[src/rtl/uart_pkg.sv]
// Shared types and constants for the oversampled UART receive path.
package uart_pkg;

    // Receiver frame states; exported on the debug port of the receiver.
    typedef enum logic [2:0] {
        IDLE  = 3'd0,
        START = 3'd1,
        DATA  = 3'd2,
        STOP  = 3'd3,
        BREAK = 3'd4
    } uart_state_e;

    localparam logic START_BIT = 1'b0;
    localparam logic STOP_BIT  = 1'b1;

    localparam int OVERSAMPLE = 16;

    // Samples around the bit centre used for the majority vote.
    localparam logic [3:0] MID_SAMPLE_EARLY  = 4'd7;
    localparam logic [3:0] MID_SAMPLE_CENTRE = 4'd8;
    localparam logic [3:0] MID_SAMPLE_LATE   = 4'd9;

    // Last sample of a bit period; bit decisions are taken here.
    localparam logic [3:0] LAST_SAMPLE = 4'd15;

    // Clocks per oversample tick.
    function automatic int calc_tick_div(input int clock_rate, input int baud_rate,
                                         input int oversample);
        return clock_rate / (baud_rate * oversample);
    endfunction

    // Two-out-of-three vote.
    function automatic logic majority3(input logic a, input logic b, input logic c);
        return (a & b) | (a & c) | (b & c);
    endfunction

endpackage

[src/rtl/uart_baud_tick.sv]
// Free-running oversample tick generator: one-cycle pulse every TICK_DIV clocks.
module uart_baud_tick #(
    parameter int TICK_DIV = 27
) (
    input  logic clock,
    input  logic reset,
    output logic tick
);

    localparam int CW = (TICK_DIV > 1) ? $clog2(TICK_DIV) : 1;
    localparam logic [CW-1:0] LAST_COUNT = CW'(TICK_DIV - 1);

    if (TICK_DIV < 2) begin : g_bad_tick_div
        $error("uart_baud_tick: TICK_DIV must be at least 2");
    end

    logic [CW-1:0] count;

    // Count 0..TICK_DIV-1 and wrap; never paused by the receiver state.
    always_ff @(posedge clock) begin
        if (!reset) begin
            count <= '0;
        end else if (count == LAST_COUNT) begin
            count <= '0;
        end else begin
            count <= count + CW'(1);
        end
    end

    assign tick = (count == LAST_COUNT);

endmodule

[src/rtl/uart_rx_oversampled.sv]
// 8N1 UART receiver with 16x oversampling and 3-sample majority vote.
// Holds the last good byte until read; sticky framing and overrun flags.
module uart_rx_oversampled #(
    parameter int CLOCK_RATE = 50_000_000,
    parameter int BAUD_RATE  = 115200,
    parameter int OVERSAMPLE = 16,
    parameter int TICK_DIV   = uart_pkg::calc_tick_div(CLOCK_RATE, BAUD_RATE, OVERSAMPLE)
) (
    input  logic                 clock,
    input  logic                 reset,
    input  logic                 rx,
    input  logic                 rx_read,
    input  logic                 err_clear,
    output logic [7:0]           rx_data,
    output logic                 rx_ready,
    output logic                 frame_error,
    output logic                 overrun,
    output uart_pkg::uart_state_e state
);

    import uart_pkg::*;

    if (OVERSAMPLE != 16) begin : g_bad_oversample
        $error("uart_rx_oversampled: only OVERSAMPLE=16 is supported");
    end

    logic        rx_meta;
    logic        rx_s;
    logic        tick;
    uart_state_e state_q;
    uart_state_e state_d;
    logic [3:0]  sample_cnt;
    logic [2:0]  bit_idx;
    logic [7:0]  shift_reg;
    logic        vote_early;
    logic        vote_centre;
    logic        vote_late;
    logic        majority;
    logic        shift_en;
    logic        commit_set;
    logic        frame_set;
    logic        commit_q;
    logic        frame_q;

    // Two-flop synchronizer; idles high so reset does not look like a start bit.
    always_ff @(posedge clock) begin
        if (!reset) begin
            rx_meta <= 1'b1;
            rx_s    <= 1'b1;
        end else begin
            rx_meta <= rx;
            rx_s    <= rx_meta;
        end
    end

    uart_baud_tick #(
        .TICK_DIV(TICK_DIV)
    ) u_baud_tick (
        .clock(clock),
        .reset(reset),
        .tick (tick)
    );

    // At sample 9 the late vote is still on the line, so use rx_s live there
    // (the stop-bit decision happens at that tick); elsewhere use the stored vote.
    assign majority = majority3(vote_early, vote_centre,
                                (sample_cnt == MID_SAMPLE_LATE) ? rx_s : vote_late);

    // Frame state register.
    always_ff @(posedge clock) begin
        if (!reset) begin
            state_q <= IDLE;
        end else begin
            state_q <= state_d;
        end
    end

    // Next-state and per-tick strobes.
    always_comb begin
        state_d    = state_q;
        shift_en   = 1'b0;
        commit_set = 1'b0;
        frame_set  = 1'b0;
        case (state_q)
            IDLE: begin
                if (tick && rx_s == START_BIT) begin
                    state_d = START;
                end
            end
            START: begin
                if (tick && sample_cnt == LAST_SAMPLE) begin
                    state_d = (majority == START_BIT) ? DATA : IDLE;
                end
            end
            DATA: begin
                if (tick && sample_cnt == LAST_SAMPLE) begin
                    shift_en = 1'b1;
                    if (bit_idx == 3'd7) begin
                        state_d = STOP;
                    end
                end
            end
            STOP: begin
                // Decide mid-bit so a start edge right after the stop bit is caught.
                if (tick && sample_cnt == MID_SAMPLE_LATE) begin
                    if (majority == STOP_BIT) begin
                        commit_set = 1'b1;
                        state_d    = IDLE;
                    end else begin
                        frame_set = 1'b1;
                        state_d   = BREAK;
                    end
                end
            end
            BREAK: begin
                if (tick && rx_s == STOP_BIT) begin
                    state_d = IDLE;
                end
            end
            default: begin
                state_d = IDLE;
            end
        endcase
    end

    // Sample counter, mid-bit votes, bit index and shift register.
    always_ff @(posedge clock) begin
        if (!reset) begin
            sample_cnt  <= '0;
            bit_idx     <= '0;
            shift_reg   <= '0;
            vote_early  <= 1'b1;
            vote_centre <= 1'b1;
            vote_late   <= 1'b1;
        end else begin
            if (tick) begin
                if (state_d == IDLE || state_d == BREAK) begin
                    sample_cnt <= '0;
                end else if (state_q == IDLE) begin
                    // The detecting tick is sample 0 of the start bit.
                    sample_cnt <= 4'd1;
                end else begin
                    sample_cnt <= sample_cnt + 4'd1;
                end
                if (sample_cnt == MID_SAMPLE_EARLY) begin
                    vote_early <= rx_s;
                end
                if (sample_cnt == MID_SAMPLE_CENTRE) begin
                    vote_centre <= rx_s;
                end
                if (sample_cnt == MID_SAMPLE_LATE) begin
                    vote_late <= rx_s;
                end
            end
            if (state_q == START && state_d == DATA) begin
                bit_idx <= '0;
            end else if (shift_en) begin
                bit_idx <= bit_idx + 3'd1;
            end
            if (shift_en) begin
                shift_reg <= {majority, shift_reg[7:1]};
            end
        end
    end

    // Commit and error flags, one cycle after the stop-bit decision.
    always_ff @(posedge clock) begin
        if (!reset) begin
            commit_q    <= 1'b0;
            frame_q     <= 1'b0;
            rx_data     <= '0;
            rx_ready    <= 1'b0;
            frame_error <= 1'b0;
            overrun     <= 1'b0;
        end else begin
            commit_q <= commit_set;
            frame_q  <= frame_set;
            if (commit_q) begin
                rx_data  <= shift_reg;
                rx_ready <= 1'b1;
            end else if (rx_read) begin
                rx_ready <= 1'b0;
            end
            // Setting an error takes priority over a simultaneous clear.
            overrun     <= (commit_q && rx_ready && !rx_read) || (overrun && !err_clear);
            frame_error <= frame_q || (frame_error && !err_clear);
        end
    end

    assign state = state_q;

endmodule

[config.mk]
export PLATFORM = sky130hd
export DESIGN_NAME = uart_rx_oversampled
export DESIGN_NICKNAME = d
export VERILOG_FILES = /design/src/rtl/uart_pkg.sv /design/src/rtl/uart_baud_tick.sv /design/src/rtl/uart_rx_oversampled.sv
export SDC_FILE = /design/constraint.sdc
export NUM_CORES = 1
export LEC_CHECK = 0
export CORE_UTILIZATION = 40
export CTS_BUF_LIST = sky130_fd_sc_hd__clkbuf_4 sky130_fd_sc_hd__clkbuf_8
export CTS_CLUSTER_DIAMETER = 50
export DETAILED_ROUTE_END_ITERATION = 12
export PLACE_DENSITY = 0.67
export SETUP_SLACK_MARGIN = 0.5
export SYNTH_ARGS = -nofsm -noshare
export SYNTH_HDL_FRONTEND = slang
export SYNTH_SLANG_ARGS = --single-unit
export TNS_END_PERCENT = 100
[constraint.sdc]
create_clock -name clock -period 2.3 [get_ports clock]
set_clock_uncertainty 0.1 [all_clocks]
set_input_delay 0.575 -clock clock [delete_from_list [all_inputs] [get_ports clock]]
set_output_delay 0.575 -clock clock [all_outputs]
set_load 0.02 [all_outputs]
==> results.cfg, run 1 <==
[timing]
max_clock_freq_mhz = 533
finalHoldViolCount = 0
worst_slew_pin_slew_ns = 0.544
min_period_ns = 1.88
setup_slack_ns = 0.423
setup_viol = 0
finalCritPeriodShare_pct = 81.6
slew_headroom_pct = 63.7
slew_violations = 0
rsz0062_at_grt = yes
setup_tns_ns = 0

[clock_tree]
cts-buffers-inserted = 5
cts_tree = built
worstSkewPairLatency_ns = 0.30
cts.clk_slew.worst_paths_ns = 0.09
cts_root_buf = clkbuf_8
htree_levels = 2
clockBufferDepth = 2
clock-sinks = 41

[final_layout]
fin_nets = 231
final_cell_mix = dfxtp_1, mux2i_1, nor2b_1
drive_above_1_share_pct = 24.5
n_antenna_cell = 0
final_core_util_pct = 55.8
fin_area_um2 = 2480
final_common_cell = dfxtp_1
area_growth_syn_to_layout_pct = 32.1

[placement]
io_buffers = 18
placed_cell_area_um2 = 2110
pre_cts_slack_ns = 0.222
hpwl_um = 2350
place.gp.congestion = 0.829

[grt]
track_usage_pct = 15.9
grt_start_max_net_pins = 29
grt_pass1_vias = 1312
grt.overflow.total = 0
grt_first_pass_wirelength_um = 6120
antenna_found_initial = 0

[pwr]
p_switching_uw = 300
clkPwrFrac_pct = 48.1
p_leak_nw = 1.01
seqPwrFrac_pct = 48.8
p_int_mw = 1.18
power.density_cell_area_nw_per_um2 = 595
peakVddDrop_uv = 363
combPwrFrac_pct = 3.1
p_sw_share_pct = 20.3

[detailed_routing]
wl_um = 3890
final_antenna_net_count = 0
via_per_inst = 5.24
drtPass1Iterations = 8
drc = 4
drt-initial-drc-count = 67
num_vias = 1426
wl_per_cell_um = 14.3

[run_status]
status = complete, but fails checks
violations = DRC

[floorplan]
dieArea_um2 = 4970
die_h_um = 70.5
start_util_pct = 42.3
die_x_um = 70.5
rows = 24
coreArea_um2 = 4440
ios = 19

[critical_path]
cp-startpoint = sample_cnt[1]
critical-path-top-delay-family = compound AO/OA/AOI/OAI gates
path_cells = inv_4, ha_4, nand3b_1, a211o_1, a211o_4, o211ai_1, o211ai_1
path_class = reg -> reg
critPathLaunchType = flip-flop
reg2reg_depth = 7
max_stage_delay_ns = 0.37
path_depth = 7
reg2reg_setup_slack_ns = 0.42
cp.buffers_inverters = 1
slowest_stage = dfxtp_4
cp_common_cell = o211ai_1
cp_max_fo = 5
crit_required_ns = 2.38
crit_path_end_kind = flip-flop
cp.arrival_ns = 1.96
r2r-end = sample_cnt[3]
timing.rr.start = sample_cnt[1]

[logic_synthesis]
yosysUniqueCellTypes = 40
netlist_area_um2 = 1880
synth_xor_area_share_pct = 1.87
syn_avg_cell_area_um2 = 10.0
synth-seq-cells = 41
synth_flop_cell = dfxtp_1
ys_seq_area_share_pct = 43.7
synthArstFlopShare_pct = 0
synth_top_family_by_area = simple AND/OR/NAND/NOR gates
yosys-mux-area-fraction_pct = 12.3
synth_simple_gate_area_share_pct = 24.9
synth-compound-area-share_pct = 8.59
synthAdderAreaFrac_pct = 4.66
syn_inst = 187
yosysWarnings = 0
synth_edf_count = 0
synth_nets = 199

[hold_path]
hp-class = reg -> reg
holdCritStartpoint = rx_meta
hold_end = rx_s
hold_depth = 1

[run]
cap_viol_max_count = 0
==> layer usage <==
metal | up-vias | global-route usage (%) | routed length [µm] | part of all wire [%]
met3 | 9 | 3.75 | 131 | 3.4
met5 | - | 0 | 0 | 0
li1 | 714 | - | - | -
met4 | 0 | 8.62 | 90 | 2.3
met1 | 674 | 21.2 | 1870 | 48
met2 | 29 | 23.9 | 1800 | 46
==> power by group through the flow <==
stage	sequential, mW	clock (mW)	combinational [mW]
floorplan	0.736	0	0.0220
global placement	0.738	0	0.0384
CTS	0.720	0.710	0.0436
finish	0.720	0.710	0.0453
detailed placement	0.738	0	0.0380
global route	0.721	0.753	0.0494
==> worst reg2reg max path: cells and delay by family (launching register included) <==
kind                       cells  cell delay (ns)
DFF                            1             0.37
adders and majority gates      1             0.13
and+or+nand+nor                1             0.07
AOI/OAI and AO/OA              4             1.03
buffers and inverters          1             0.06
==> logic make-up (layout without fill, tap and decap cells) <==
| family | Yosys count | count (layout) |
|---|---|---|
| AO/OA/AOI/OAI | 21 | 21 |
| XOR/XNOR | 4 | 4 |
| adder cells (fa/ha/maj) | 7 | 7 |
| buffers and inverters | 14 | 47 |
| flip-flops | 41 | 41 |
| multiplexers | 23 | 23 |
| AND/OR/NAND/NOR | 77 | 77 |
==> cell type report <==
cell class | count | area (µm²)
clock buffers | 5 | 68.8
well taps | 52 | 65.1
repair buffers | 32 | 309
flip-flops and latches | 41 | 836
inverters | 7 | 28.8
fillers | 399 | 1960
multi-input cells | 132 | 1100
clock inverters | 3 | 68.8
==> how the worst max path moves through the flow <==
| stage | to |
|---|---|
| CTS | sample_cnt[2] |
| finish | sample_cnt[3] |
| global route | sample_cnt[3] |
| floorplan | shift_reg[2] |
| global placement | sample_cnt[2] |
| detailed placement | sample_cnt[0] |
==> cell usage after synthesis (2+ instances only) <==
master / count / share of area [%]
nand4_1: 3 / 1.0
nand2_1: 11 / 2.2
o21ai_0: 2 / 0.53
inv_1: 7 / 1.4
nand2b_1: 3 / 1.0
o211ai_1: 2 / 0.80
o21a_1: 3 / 1.2
xnor2_1: 2 / 0.93
and3_1: 2 / 0.67
a21oi_1: 3 / 0.80
and2_1: 2 / 0.67
nor2_1: 13 / 2.6
ha_1: 7 / 4.7
buf_6: 3 / 1.8
nand3_1: 8 / 2.1
xor2_1: 2 / 0.93
mux2i_1: 23 / 12
o2111ai_1: 3 / 1.4
a211o_1: 2 / 0.93
nor2b_1: 21 / 7.0
and4b_1: 2 / 1.1
nand3b_1: 2 / 0.80
dfxtp_1: 41 / 44
clkbuf_1: 4 / 0.80
==> per-stage QoR <==
stage / hold WS, ns / power (mW) / cells
after detailed placement: 0.303 / 0.776 / 253
final: 0.318 / 1.48 / 272
after floorplan: 0.286 / 0.758 / 187
after CTS: 0.324 / 1.47 / 265
after global placement: 0.290 / 0.776 / 253
after global routing: 0.359 / 1.52 / 272
==> repair_timing <==
action	CTS	global route
gates resized for setup	39	15
pin swaps	6	10
hold buffers	0	0
cloned	0	1
endpoints found under the setup margin	33	20
buffers inserted	4	6
(Power assumes the default switching activity.)
==> run 2: changes to the inputs <==
==> constraint.sdc (replaced) <==
create_clock -name clock -period 1.8 [get_ports clock]
set_clock_uncertainty 0.1 [all_clocks]
set_input_delay 0.45 -clock clock [delete_from_list [all_inputs] [get_ports clock]]
set_output_delay 0.45 -clock clock [all_outputs]
set_load 0.02 [all_outputs]
==> results.cfg, run 2 (synthesis gave the netlist of run 1 again) <==
[detailed_routing]
num_vias = 1393
drt-initial-drc-count = 116
wl_per_cell_um = 13.1
wl_um = 3620
drc = 4
drtPass1Iterations = 8
final_antenna_net_count = 0
via_per_inst = 5.03

[critical_path]
reg2reg_setup_slack_ns = 0.02
cp.buffers_inverters = 1
crit_end = sample_cnt[3]
timing.rr.start = sample_cnt[1]
crit_path_end_kind = flip-flop
cp.arrival_ns = 1.87
critical-path-top-delay-family = compound AO/OA/AOI/OAI gates
crit_required_ns = 1.88
path_class = reg -> reg
reg2reg_depth = 7
cp-startpoint = sample_cnt[1]
path_cells = inv_4, ha_4, nand3b_1, a211o_1, a211o_1, o211ai_1, o211ai_1
max_stage_delay_ns = 0.37
path_depth = 7
critPathLaunchType = flip-flop
cp_max_fo = 5
slowest_stage = dfxtp_4
r2r-end = sample_cnt[3]

[timing]
rsz0062_at_grt = yes
finalCritPeriodShare_pct = 99.1
finalHoldViolCount = 0
slew_violations = 0
max_clock_freq_mhz = 561
worst_slew_pin_slew_ns = 0.540
setup_slack_ns = 0.0165
setup_viol = 0
setup_tns_ns = 0
slew_headroom_pct = 63.9
min_period_ns = 1.78

[run_status]
status = complete, but fails checks
violations = DRC

[placement]
place.gp.congestion = 0.786
dp.cells = 259
placed_cell_area_um2 = 2250
hpwl_um = 2440
io_buffers = 18
pre_cts_slack_ns = -0.00418

[pwr]
seqPwrFrac_pct = 52.9
peakVddDrop_uv = 423
power.density_cell_area_nw_per_um2 = 683
p_switching_uw = 373
clkPwrFrac_pct = 43.5
p_leak_nw = 1.02
combPwrFrac_pct = 3.6
p_int_mw = 1.36
p_sw_share_pct = 21.5

[grt]
grt_pass1_vias = 1258
antenna_found_initial = 0
grt_start_max_net_pins = 20
track_usage_pct = 15.7
grt.overflow.total = 0
grt_first_pass_wirelength_um = 5980

[final_layout]
n_fill_cell = 379
drive_above_1_share_pct = 38.7
fin_nets = 236
final_cell_mix = dfxtp_1, mux2i_1, nor2b_1
final_common_cell = dfxtp_1
n_antenna_cell = 0
fin_area_um2 = 2540
multiInputGateArea_um2 = 1110
final_core_util_pct = 57.1
area_growth_syn_to_layout_pct = 35.0
fin_cells = 277
seqCellArea_um2 = 853

[clock_tree]
cts-buffers-inserted = 5
cts.clk_slew.worst_paths_ns = 0.08
worstSkewPairLatency_ns = 0.30
clockBufferDepth = 2
clock-sinks = 41
cts_tree = built
cts_root_buf = clkbuf_8
hold_buffers = 0
htree_levels = 2

[floorplan]
die_h_um = 70.5
dieArea_um2 = 4970
coreArea_um2 = 4440
die_x_um = 70.5
start_util_pct = 42.3
ios = 19
rows = 24

[run]
cap_viol_max_count = 0

[hold_path]
hp-class = reg -> reg
run 2: changes by cell type in the layout (fill, tap and decap cells not counted), moves of 3 or more:
cell,before,now
dlygate4sd2_1,12,0
buf_4,11,14
buf_6,0,17
dfxtp_1,33,23
dfxtp_2,6,14
run 2: how the worst min path moves through the flow:
stage             from    to  slack, ns  cells past startpoint
2_1_floorplan  rx_meta  rx_s       0.29                      1
3_3_place_gp   rx_meta  rx_s       0.29                      1
3_5_place_dp   rx_meta  rx_s       0.29                      1
4_1_cts        rx_meta  rx_s       0.31                      1
5_1_grt        rx_meta  rx_s       0.35                      1
6_report       rx_meta  rx_s       0.31                      1
run 2: cell type report:
class | count | area share, %
tap | 52 | 2.57
clock buffer | 5 | 2.71
multi-input combinational | 132 | 43.9
sequential | 41 | 33.6
timing repair buffer | 37 | 14.4
clock inverter | 3 | 1.73
inverter | 7 | 1.13
run 2: timing repair:
action                     CTS  global route
setup buffers                4             6
setup endpoints to repair   42            50
gates resized for setup    101            11
hold endpoints to repair     0             0
pin swaps                   10             9
run 2: power groups by stage:
stage	Combinational [mW]	Sequential [mW]	Clock, mW
after global routing	0.0715	0.919	0.822
after detailed placement	0.0567	0.943	0
after global placement	0.0552	0.943	0
after floorplan	0.0316	0.942	0
final	0.0624	0.917	0.754
after CTS	0.0626	0.917	0.779
run 2: stage by stage:
| step | power (mW) | hold slack, ns |
|---|---|---|
| floorplan | 0.974 | 0.286 |
| global placement | 0.998 | 0.293 |
| detailed placement | 1.00 | 0.294 |
| CTS | 1.76 | 0.314 |
| global route | 1.81 | 0.347 |
| finish | 1.73 | 0.315 |
run 2: layer usage:
metal	up-vias	wire length, µm	track usage [%]
li1	719	-	-
met1	633	1810	21.6
met2	32	1550	22.2
met3	9	153	3.90
met4	0	107	8.84
met5	-	0	0
==> variant 1, RTL diff (settings of run 2) <==
Change the parameter `BAUD_RATE` from 115200 to 57600.
--- a/src/rtl/uart_rx_oversampled.sv
+++ b/src/rtl/uart_rx_oversampled.sv
@@ -2,7 +2,7 @@
 // Holds the last good byte until read; sticky framing and overrun flags.
 module uart_rx_oversampled #(
     parameter int CLOCK_RATE = 50_000_000,
-    parameter int BAUD_RATE  = 115200,
+    parameter int BAUD_RATE  = 57600,
     parameter int OVERSAMPLE = 16,
     parameter int TICK_DIV   = uart_pkg::calc_tick_div(CLOCK_RATE, BAUD_RATE, OVERSAMPLE)
 ) (
Check against the original RTL: same outputs for any inputs over 10 cycles, from zero or initial values and one cycle with reset low; that may be too few to reach the edited logic, so the function may still have changed.
==> variant 1 against run 2 <==
- the run ends with setup timing left
- hold slack worse by 0.0033 ns
- cell area is 6.9% higher
- area after synthesis is 3.6% lower
- count of clock-buffer cells in the layout is 1 higher
- power is 1.6% higher
- combinational power is 22% higher
- clock power is 0.9% lower
- sequential cell count is 1 higher
- routed wire length is 5.7% higher
- non-clock buffer count is 13 higher
- setup slack worse by 0.16 ns
- largest cell class unchanged
==> variant 1: results <==
export IMPL_synthTopCellsByArea="sky130_fd_sc_hd__dfxtp_1, sky130_fd_sc_hd__nand2_1, sky130_fd_sc_hd__mux2i_1, sky130_fd_sc_hd__nor2b_1, sky130_fd_sc_hd__ha_1"
export IMPL_clockPowerShare=0.424
export IMPL_cp_arrival_ns=2.03
export IMPL_synthTopCellsByCount="sky130_fd_sc_hd__dfxtp_1, sky130_fd_sc_hd__nand2_1, sky130_fd_sc_hd__nor2b_1, sky130_fd_sc_hd__nor2_1, sky130_fd_sc_hd__mux2i_1"
export IMPL_grt_pass1_vias=1470
export IMPL_worst_r2r_endpoint="sample_cnt[0]"
export IMPL_detailedPlacementHpwl_um=2540
export IMPL_drt_vias_per_instance=5.06
export IMPL_grt_first_pass_wirelength_um=6350
export IMPL_grt_ovfl_total=0
export IMPL_violations="setup timing"
export IMPL_preCtsSetupSlack_ns=-0.154
export IMPL_synthAdderAreaFrac=0.0546
export IMPL_pin_count_of_the_biggest_net_entering_global_routing=21
export IMPL_groute_usage_overall=0.163
export IMPL_wl_per_cell_um=12.9
export IMPL_initialDrtViolationCount=48
export IMPL_finalHoldWorstSlack_ns=0.312
export IMPL_min_delay_path_depth=1
export IMPL_switching_power_uw=358
export IMPL_syn_num_nets=208
export IMPL_final_nets=256
export IMPL_place_congestion=0.851
export IMPL_average_footprint_of_a_synthesized_cell_sq_um=9.24
export IMPL_dpl_cell_area_sq_um=2260
export IMPL_leakage_power_total_nw=1.05
export IMPL_cts_setup_buffers=2
export IMPL_fraction_of_the_mapped_netlist_area_in_compound_gates=0.109
export IMPL_grt_util_met1=0.204
export IMPL_wl_met2_um=1830
export IMPL_worst_path_largest_cell_delay_ns=0.34
export IMPL_run_status="finished with violations"
export IMPL_comb_power_uw=75.9
export IMPL_dp_cells=282
export IMPL_cts_repair_resized=128
export IMPL_worstMarginPinSlew_ns=0.530
export IMPL_relative_contribution_of_combinational_cells_to_total_power=0.043
export IMPL_grt_use_met2=0.269
export IMPL_muxShareOfSynthArea=0.0608
export IMPL_fillers=340
export IMPL_slowest_stage="sky130_fd_sc_hd__dfxtp_2"
export IMPL_clock_latency_ns=0.30
export IMPL_postRouteWirelength_um=3830
export IMPL_detailroute_wirelength_met3_um=119
export IMPL_finalSetupViolCount=14
export IMPL_synth_xor_xnor_area_share=0.0242
export IMPL_synthDistinctLibCells=42
export IMPL_synth_yosys_seq_area_share=0.464
export IMPL_ff2ff_path_depth=8
export IMPL_postLayoutSetupSlackWorst_ns=-0.139
export IMPL_drive_gt1_frac=0.502
export IMPL_m1WireLength_um=1820
export IMPL_setup_total_negative_slack_ns=-0.774
export IMPL_htreeDepth=2
variant 1: cell types whose count changed after synthesis, sizes merged, moves of 3 or more:
cell | run 2 | this run
a211oi | 0 | 4
nor2b | 21 | 15
nand2 | 12 | 32
a21boi | 1 | 9
mux2i | 23 | 11
o2111ai | 3 | 0
variant 1: layout make-up:
class	instances	area (sq um)	area share
clock inverters	2	37.5	0.0139
repair buffers	50	483	0.178
flip-flops and latches	42	871	0.321
inverters	7	26.3	0.00970
clock buffers	6	76.3	0.0282
well taps	52	65.1	0.0240
multi-input cells	138	1150	0.425
variant 1: logic make-up (layout without fill, tap and decap cells):
kind of cell | after synthesis | after routing
flip-flops | 42 | 42
XOR/XNOR | 5 | 5
AND/OR/NAND/NOR | 87 | 87
buffers and inverters | 16 | 65
multiplexers | 11 | 11
AO/OA/AOI/OAI | 27 | 27
adder cells (fa/ha/maj) | 8 | 8
==> variant 2, RTL diff (flow settings as in run 2) <==
Without the edit above. Compare `sample_cnt` against `MID_SAMPLE_EARLY` with >= in place of ==.
--- a/src/rtl/uart_rx_oversampled.sv
+++ b/src/rtl/uart_rx_oversampled.sv
@@ -142,7 +142,7 @@
                 end else begin
                     sample_cnt <= sample_cnt + 4'd1;
                 end
-                if (sample_cnt == MID_SAMPLE_EARLY) begin
+                if (sample_cnt >= MID_SAMPLE_EARLY) begin
                     vote_early <= rx_s;
                 end
                 if (sample_cnt == MID_SAMPLE_CENTRE) begin
Check against the original RTL: same outputs for any inputs over 10 cycles, from zero or initial values and one cycle with reset low; that may be too few to reach the edited logic, so the function may still have changed.
==> variant 2 against run 2 <==
- the run ends with setup timing left
- utilization grew 8.0 points
- routed wire length grew 19%
- power shrank 1.2%
- area after synthesis shrank 1.1%
- via count grew 14%
- sequential cell count is the same
- cell area grew 13%
- hold slack gained 0.0014 ns
- setup slack lost 0.057 ns
==> variant 2: results <==
export IMPL_run_status="finished with violations"
export IMPL_violations="setup timing"
export IMPL_clockPowerShare=0.420
export IMPL_setup_total_negative_slack_ns=-0.191
export IMPL_worstMarginPinSlew_ns=0.313
export IMPL_grt_pass1_vias=1603
export IMPL_detailroute_wirelength_met3_um=93
export IMPL_preCtsSetupSlack_ns=-0.149
export IMPL_place_congestion=0.821
export IMPL_synth_xor_xnor_area_share=0.0189
export IMPL_worst_path_largest_cell_delay_ns=0.33
export IMPL_gr_usage_met3=0.0447
export IMPL_drive_gt1_frac=0.566
export IMPL_postLayoutSetupSlackWorst_ns=-0.0406
export IMPL_wl_per_cell_um=13.5
export IMPL_comb_power_uw=77.5
export IMPL_dp_cells=300
export IMPL_synth_yosys_seq_area_share=0.442
export IMPL_grt_util_met1=0.223
export IMPL_groute_usage_overall=0.187
export IMPL_firstDrtPassIters=4
export IMPL_finalSetupViolCount=12
export IMPL_worst_r2r_endpoint="sample_cnt[2]"
export IMPL_synthAdderAreaFrac=0.0472
export IMPL_leakage_power_total_nw=1.19
export IMPL_initialDrtViolationCount=96
export IMPL_cp_arrival_ns=1.96
export IMPL_synthTopCellsByArea="sky130_fd_sc_hd__dfxtp_1, sky130_fd_sc_hd__nand2_1, sky130_fd_sc_hd__nor2_1, sky130_fd_sc_hd__mux2i_1, sky130_fd_sc_hd__ha_1"
export IMPL_reg2reg_from="u_baud_tick.count[0]"
export IMPL_drt_vias_per_instance=4.96
export IMPL_slowest_stage="sky130_fd_sc_hd__dfxtp_2"
export IMPL_cellPowerDensity_nw_per_um2=596
==> variant 2: cell types whose count changed after synthesis, moves of 3 or more <==
cell / before / now
sky130_fd_sc_hd__a21oi_1: 3 / 15
sky130_fd_sc_hd__o2111ai_1: 3 / 0
sky130_fd_sc_hd__nor2_1: 13 / 25
sky130_fd_sc_hd__nand2b_1: 3 / 7
sky130_fd_sc_hd__mux2i_1: 23 / 9
sky130_fd_sc_hd__nand2_1: 11 / 36
sky130_fd_sc_hd__buf_2: 0 / 4
sky130_fd_sc_hd__nor2b_1: 21 / 2
==> variant 2: cell type report <==
type	count	area, sq um
fill	333	1540
clock inverter	2	35.0
multi-input combinational	146	1190
sequential	41	855
clock buffer	5	68.8
inverter	9	36.3
tap	52	65.1
timing repair buffer	64	619
==> variant 2: worst min path at each step <==
stage                 start  endpoint
floorplan           rx_meta      rx_s
detailed placement  rx_meta      rx_s
global route        rx_meta      rx_s
CTS                 rx_meta      rx_s
finish              rx_meta      rx_s
global placement    rx_meta      rx_s
